--- src/rtl/lc3_fetch_buffer.sv ---
// LC-3 instruction fetch buffer: issues sequential imem reads and queues
// {instr, npc} pairs for decode, with branch redirect/flush support.
module lc3_fetch_buffer #(
  parameter int          DEPTH    = 4,
  parameter logic [15:0] RESET_PC = 16'h3000
) (
  input  logic                     clock,
  input  logic                     reset_n,
  input  logic                     enable_fetch,
  input  logic                     br_taken,
  input  logic [15:0]              taddr,
  output logic [15:0]              imem_addr,
  output logic                     imem_rd,
  input  logic [15:0]              imem_dout,
  output logic [15:0]              instr_out,
  output logic [15:0]              npc_out,
  output logic                     instr_valid,
  input  logic                     instr_ready,
  output logic [$clog2(DEPTH):0]   count
);

  localparam int PW = $clog2(DEPTH);
  localparam int CW = PW + 1;

  localparam logic [PW-1:0] PTR_ONE   = PW'(1);
  localparam logic [PW-1:0] PTR_ZERO  = PW'(0);
  localparam logic [CW-1:0] CNT_ONE   = CW'(1);
  localparam logic [CW-1:0] CNT_ZERO  = CW'(0);
  localparam logic [CW:0]   DEPTH_EXT = (CW + 1)'(DEPTH);

  logic [15:0]   pc_q, pc_d;
  logic [15:0]   tag_q, tag_d;
  logic          inflight_q, inflight_d;
  logic [PW-1:0] wptr_q, wptr_d;
  logic [PW-1:0] rptr_q, rptr_d;
  logic [CW-1:0] count_q, count_d;

  logic [15:0]   instr_mem_q [DEPTH];
  logic [15:0]   npc_mem_q   [DEPTH];

  logic [CW:0]   occupancy_s;
  logic          fetch_s;
  logic          push_s;
  logic          pop_s;
  logic          valid_s;

  // Occupancy counts the outstanding response so the queue can never overflow.
  always_comb begin
    occupancy_s = {1'b0, count_q} + {{CW{1'b0}}, inflight_q};
    valid_s     = (count_q != CNT_ZERO);
    fetch_s     = reset_n & enable_fetch & ~br_taken & (occupancy_s < DEPTH_EXT);
    push_s      = inflight_q & ~br_taken;
    pop_s       = valid_s & instr_ready & ~br_taken;
  end

  // Next-state logic; a redirect overrides fetch, push and pop.
  always_comb begin
    pc_d       = pc_q;
    tag_d      = tag_q;
    inflight_d = 1'b0;
    wptr_d     = wptr_q;
    rptr_d     = rptr_q;
    count_d    = count_q;
    if (br_taken) begin
      pc_d       = taddr;
      inflight_d = 1'b0;
      wptr_d     = PTR_ZERO;
      rptr_d     = PTR_ZERO;
      count_d    = CNT_ZERO;
    end else begin
      if (fetch_s) begin
        pc_d  = pc_q + 16'd1;
        tag_d = pc_q + 16'd1;
      end else begin
        pc_d  = pc_q;
        tag_d = tag_q;
      end
      inflight_d = fetch_s;
      if (push_s) begin
        wptr_d = wptr_q + PTR_ONE;
      end else begin
        wptr_d = wptr_q;
      end
      if (pop_s) begin
        rptr_d = rptr_q + PTR_ONE;
      end else begin
        rptr_d = rptr_q;
      end
      case ({push_s, pop_s})
        2'b10:   count_d = count_q + CNT_ONE;
        2'b01:   count_d = count_q - CNT_ONE;
        default: count_d = count_q;
      endcase
    end
  end

  // Control state register.
  always_ff @(posedge clock or negedge reset_n) begin
    if (!reset_n) begin
      pc_q       <= RESET_PC;
      tag_q      <= 16'h0000;
      inflight_q <= 1'b0;
      wptr_q     <= PTR_ZERO;
      rptr_q     <= PTR_ZERO;
      count_q    <= CNT_ZERO;
    end else begin
      pc_q       <= pc_d;
      tag_q      <= tag_d;
      inflight_q <= inflight_d;
      wptr_q     <= wptr_d;
      rptr_q     <= rptr_d;
      count_q    <= count_d;
    end
  end

  // Queue storage; entry contents are qualified by count, so no reset needed.
  always_ff @(posedge clock) begin
    if (push_s) begin
      instr_mem_q[wptr_q] <= imem_dout;
      npc_mem_q[wptr_q]   <= tag_q;
    end
  end

  // Head outputs are forced to zero whenever the queue is empty.
  always_comb begin
    imem_addr   = pc_q;
    imem_rd     = fetch_s;
    instr_valid = valid_s;
    count       = count_q;
    if (valid_s) begin
      instr_out = instr_mem_q[rptr_q];
      npc_out   = npc_mem_q[rptr_q];
    end else begin
      instr_out = 16'h0000;
      npc_out   = 16'h0000;
    end
  end

  lc3_fetch_buffer_chk #(.DEPTH(DEPTH)) u_chk (
    .clock   (clock),
    .reset_n (reset_n),
    .push    (push_s),
    .count   (count_q)
  );

endmodule

// Simulation-only checks on queue occupancy.
module lc3_fetch_buffer_chk #(
  parameter int DEPTH = 4
) (
  input logic                   clock,
  input logic                   reset_n,
  input logic                   push,
  input logic [$clog2(DEPTH):0] count
);

  localparam int CW = $clog2(DEPTH) + 1;
  localparam logic [CW-1:0] DEPTH_C = CW'(DEPTH);

  a_no_push_when_full: assert property (
    @(posedge clock) disable iff (!reset_n) push |-> (count < DEPTH_C)
  );

  a_count_bounded: assert property (
    @(posedge clock) disable iff (!reset_n) count <= DEPTH_C
  );

endmodule
--- config.mk ---
export PLATFORM = sky130hd
export DESIGN_NAME = lc3_fetch_buffer
export DESIGN_NICKNAME = d
export VERILOG_FILES = /design/src/rtl/lc3_fetch_buffer.sv
export SDC_FILE = /design/constraint.sdc
export NUM_CORES = 1
export LEC_CHECK = 0
export ABC_AREA = 0
export CORE_AREA = 2 2 122 153
export CTS_BUF_LIST = sky130_fd_sc_hd__clkbuf_4
export CTS_CLUSTER_SIZE = 28
export DETAILED_ROUTE_END_ITERATION = 12
export DIE_AREA = 0 0 124 155
export PLACE_DENSITY_LB_ADDON = 0.15
export RECOVER_POWER = 100
export SKIP_LAST_GASP = 1
export SYNTH_ARGS = -nofsm -noshare
export SYNTH_HDL_FRONTEND = slang
export SYNTH_SLANG_ARGS = --single-unit
--- constraint.sdc ---
create_clock -name clock -period 1.79 [get_ports clock]
set_input_delay 0.358 -clock clock [delete_from_list [all_inputs] [get_ports clock]]
set_output_delay 0.358 -clock clock [all_outputs]
set_load 0.02 [all_outputs]
==> results <==
==> worst max-delay path by stage <==
stage	slack, ns	depth (start not counted)	end
final	-0.62	6	instr_out[4]
after global routing	-0.75	6	npc_out[4]
after CTS	-0.69	6	instr_out[4]
after detailed placement	-0.48	4	npc_out[2]
after global placement	-0.48	4	npc_out[2]
after floorplan	-0.07	6	count[2]$_DFFE_PN0P_
==> worst max-delay path: cells and delay by family (launching register included) <==
family	cells	cell delay, ns
buffers and inverters	4	0.48
DFF	1	0.40
muxes	1	0.50
and+or+nand+nor	1	0.15
==> state kept, by name (all words and copies together) (netlist names) <==
| register | flops |
|---|---|
| npc_mem_q | 64 |
| instr_mem_q | 64 |
| inflight_q | 1 |
| count | 3 |
| wptr_q | 2 |
| imem_addr | 16 |
| rptr_q | 2 |
| tag_q | 16 |
==> power by group through the flow <==
stage | Sequential [W] | Combinational [W] | Clock (W)
after floorplan | 0.00493 | 0.00178 | 0
after global placement | 0.00492 | 0.00326 | 0
after detailed placement | 0.00495 | 0.00329 | 0
after CTS | 0.00483 | 0.00377 | 0.00216
after global routing | 0.00487 | 0.00399 | 0.00232
final | 0.00483 | 0.00371 | 0.00209
==> final cells by class <==
| type | instances | share of cell area |
|---|---|---|
| Timing Repair Buffer | 141 | 0.154 |
| Tap cell | 228 | 0.0321 |
| Antenna cell | 1 | 0.000282 |
| Sequential cell | 168 | 0.547 |
| Multi-Input combinational cell | 219 | 0.232 |
| Inverter | 9 | 0.00380 |
| Clock inverter | 11 | 0.0123 |
| Clock buffer | 21 | 0.0177 |
==> routing by layer <==
| metal | track usage | share of wire | wire [µm] |
|---|---|---|---|
| met3 | 0.0363 | 0.040 | 563 |
| met4 | 0.0540 | 0.014 | 201 |
| met5 | 0 | 0 | 0 |
| met2 | 0.263 | 0.52 | 7410 |
| met1 | 0.204 | 0.43 | 6070 |
==> Yosys cell counts (2+ instances only) <==
cell type | count | area, µm²
edfxtp_1 | 128 | 3840
dfrtp_1 | 38 | 951
and2_1 | 37 | 231
mux4_2 | 32 | 721
nand2_1 | 25 | 93.8
o21ai_1 | 16 | 80.1
nor2_1 | 15 | 56.3
buf_2 | 11 | 55.1
clkbuf_1 | 10 | 37.5
xnor2_1 | 10 | 87.6
a22oi_1 | 9 | 67.6
inv_1 | 8 | 30.0
nand3_1 | 7 | 35.0
nor3_1 | 7 | 35.0
o21ai_0 | 7 | 35.0
xor2_1 | 6 | 52.6
a221o_1 | 5 | 50.1
ha_1 | 5 | 62.6
nand4_1 | 5 | 31.3
a21oi_1 | 4 | 20.0
nor4_2 | 4 | 50.1
a21o_1 | 3 | 22.5
buf_4 | 3 | 22.5
buf_6 | 2 | 22.5
dfstp_2 | 2 | 52.6
mux2i_1 | 2 | 20.0
nand4_4 | 2 | 42.5
nor3b_1 | 2 | 15.0
o21bai_1 | 2 | 15.0
or3_1 | 2 | 12.5
==> per-stage QoR <==
stage	cell area [µm²]	hold WS, ns	power, W
global route	8880	0.375	0.0112
global placement	8440	0.490	0.00818
CTS	8890	0.0726	0.0108
finish	8880	0.415	0.0106
floorplan	7020	0.0624	0.00671
detailed placement	8440	0.512	0.00825
==> cells by family (layout without fill, tap and decap cells) <==
family | Yosys count | in the layout | synth area share
simple gates | 114 | 114 | 0.0964
fa+ha+maj | 6 | 6 | 0.0118
other cells | 0 | 1 | 0
buf+inv | 35 | 182 | 0.0245
compound gates | 48 | 48 | 0.0469
xor+xnor | 16 | 16 | 0.0200
flops | 168 | 168 | 0.693
mux | 35 | 35 | 0.107
==> timing repair <==
action / in CTS / in global routing
gates cloned: 2 / 0
pin swaps: 12 / 3
setup buffers: 9 / 6
resized for setup: 260 / 15
setup endpoints to repair: 54 / 45
==> results <==
- At the worst endpoint, the required time is 1.43 ns.
- In the final routed layout, each cell accounts on average for 17.8 µm.
- Once detail routing completed, the nets flagged for antenna violations numbered 0.
- The net count of the mapped netlist is 465.
- The analysis attributes to net switching a power of 0.00321 W.
- The flow ran to the end, but the final reports show violations.
- The worst hold path belongs to the class input port to flip-flop.
- The die covers 19200 µm².
- The number of fill cells is 1587.
- The post-synthesis instance total is 422.
- The clock insertion delay at the later pin of the skew report is 0.53 ns.
- Traced cell by cell, the critical path runs through buf_6, buf_6, buf_12, mux4_2, and2_4, buf_6.
- The wire length of the first global-routing pass is 22600 µm.
- The residual overflow from global routing is 0.
- The worst path setup slack after routing is -0.622 ns.
- Headroom to the max-slew limit came out at 0.311.
- The clock passes through at most 2 buffers.
- The critical setup path kind is flip-flop to output pin.
- The peak clock frequency supported by timing is 415 MHz.
- The synthesized design contains 128 enable-type register cells.
- Of the synthesized area, sequential elements account for 0.693.
- The path with the worst hold slack has its endpoint at imem_addr[1]$_DFFE_PN0P_.
- On the worst path, the slowest cell contributes a delay of 0.50 ns.
- Of the total power, the share spent switching nets is 0.302.
- The final count of hold timing violations was 0.
- The largest vdd supply drop is 0.574 mV.
- The portion of total power attributed to sequential cells is 0.454.
- The root buffer selected by CTS is clkbuf_4.
- Buffers inserted during clock tree synthesis total 17.
- The proportion of layout cells with a drive suffix above 1 is 0.373.
- The global routing usage summed across all routing layers is 0.158.
- The H-tree depth reported by CTS is 4.
- Dividing total power by cell area gives a power density of 1200 nW/µm².
- The most instantiated flip-flop cell in the synthesis netlist is edfxtp_1.
- The final layout net count is 599.
- The endpoint class of the critical path is an output pin.
- The via count of the first global-routing pass is 4220.
- After detailed routing, the total wire length is 14200 µm.
- The startpoint class of the critical path is a flip-flop.
- The pre-antenna-repair detailed-routing pass consisted of 4 iterations.
- Along the worst hold path, the cell count comes to 3.
- Port buffering added 89 buffers.
- The number of violations reported at the end of detailed-routing iteration 0 is 276.
- Across the routed clock network, the largest skew measured is 0.0150 ns.
- Clock-pin slew was measured on the worst setup and hold paths at 0.13 ns.
- The slack of the worst reg-to-reg path is -0.14 ns.
- The die is 124 µm wide.
- The total setup violations reported at the end of the flow is 40.
- In the final layout, the multi-input gates occupy 2060 µm².
- The minimum period implied by the final worst setup slack is 2.41 ns.
- The synthesized design contains 168 register bits.
- In the routed design, unresolved DRC markers number 0.
- Data on the critical path arrives at its endpoint at 2.05 ns.
- The final reports fail on setup timing.
- The final estimated routing congestion in global placement is 0.789.
- In the final layout, flip-flops and latches occupy 4860 µm².
- The share of total power dissipated in the clock network is 0.197.
- The final standard cell count with taps included and fillers excluded is 798.
- The origin of the worst setup path is rptr_q[0]$_DFFE_PN0P_.
- The leakage power total is 3.22 nW.
- The number of antenna violations at the first check in global routing was 1.
- In this run the worst path has a maximum fanout of 7.
- The growth of design area from synthesis to finish is 27.0%.
- After clock tree synthesis, the flow added hold-fix buffers numbering 0.
- The part of the cycle the worst path needs is 1.35.
- The startpoint identified for the worst register-to-register timing path is count[2]$_DFFE_PN0P_.
- Leaving out fill and tap cells, the most frequent cell in the layout is edfxtp_1.
- The core area is 17900 µm².
- The average cell area after synthesis is 16.6 µm².
- Setup repair after global routing could not meet its margin everywhere.
- Measured on the finished design, the core utilization comes to 0.497.
- The sum of negative setup slack is -19.55 ns.
- Including well taps, the total number of placed cells is 751.
- The setup slack after placement is -0.478 ns.
- During I/O placement, the number of pins put on the boundary was 90.
- The number of cells on the worst reg-to-reg path is 6.
- The detailed-route via count is 4027.
- In this run the core area contains 55 standard-cell rows.
- The Yosys warning count is 0.
- The critical path's slowest cell is mux4_2.
- Cell internal power was estimated by the tool at 0.00741 W.
- Once detailed placement completed, the half-perimeter wirelength came to 9090 µm.
- The reg-to-reg critical path endpoint is imem_addr[5]$_DFFE_PN0P_.
- Counting stages on the worst path, the most repeated cell is buf_6.
- The synthesized netlist contains 43 unique library cells.
- The height of the chip is 155 µm.
- The number of vias per cell is 5.05.
- Leaving out fill and tap cells, the most frequent cells in the layout are 128 x edfxtp_1, 34 x buf_6, 32 x mux4_2, 28 x buf_4, 26 x dfrtp_1.
- The number of max-slew violations in the final report is 0.
- In this run the most critical hold path is launched from taddr[1].
- The share of total power in combinational logic is 0.349.
- Across the run, the number of max-cap violations was 0.
- The CTS sink count is 168.
- In the synthesized netlist the async set-or-reset flop fraction comes to 0.238.
- The CTS tree is yes.
- The worst-margin pin slew is 1.03 ns.
- The summed instance area of the synthesized netlist is 7000 µm².
- The initial utilization of the core area, before any placement, comes to 0.391.
- The maximum number of pins on one net before global-route repair is 44.
No activity file was read; power rests on OpenSTA's default activity.
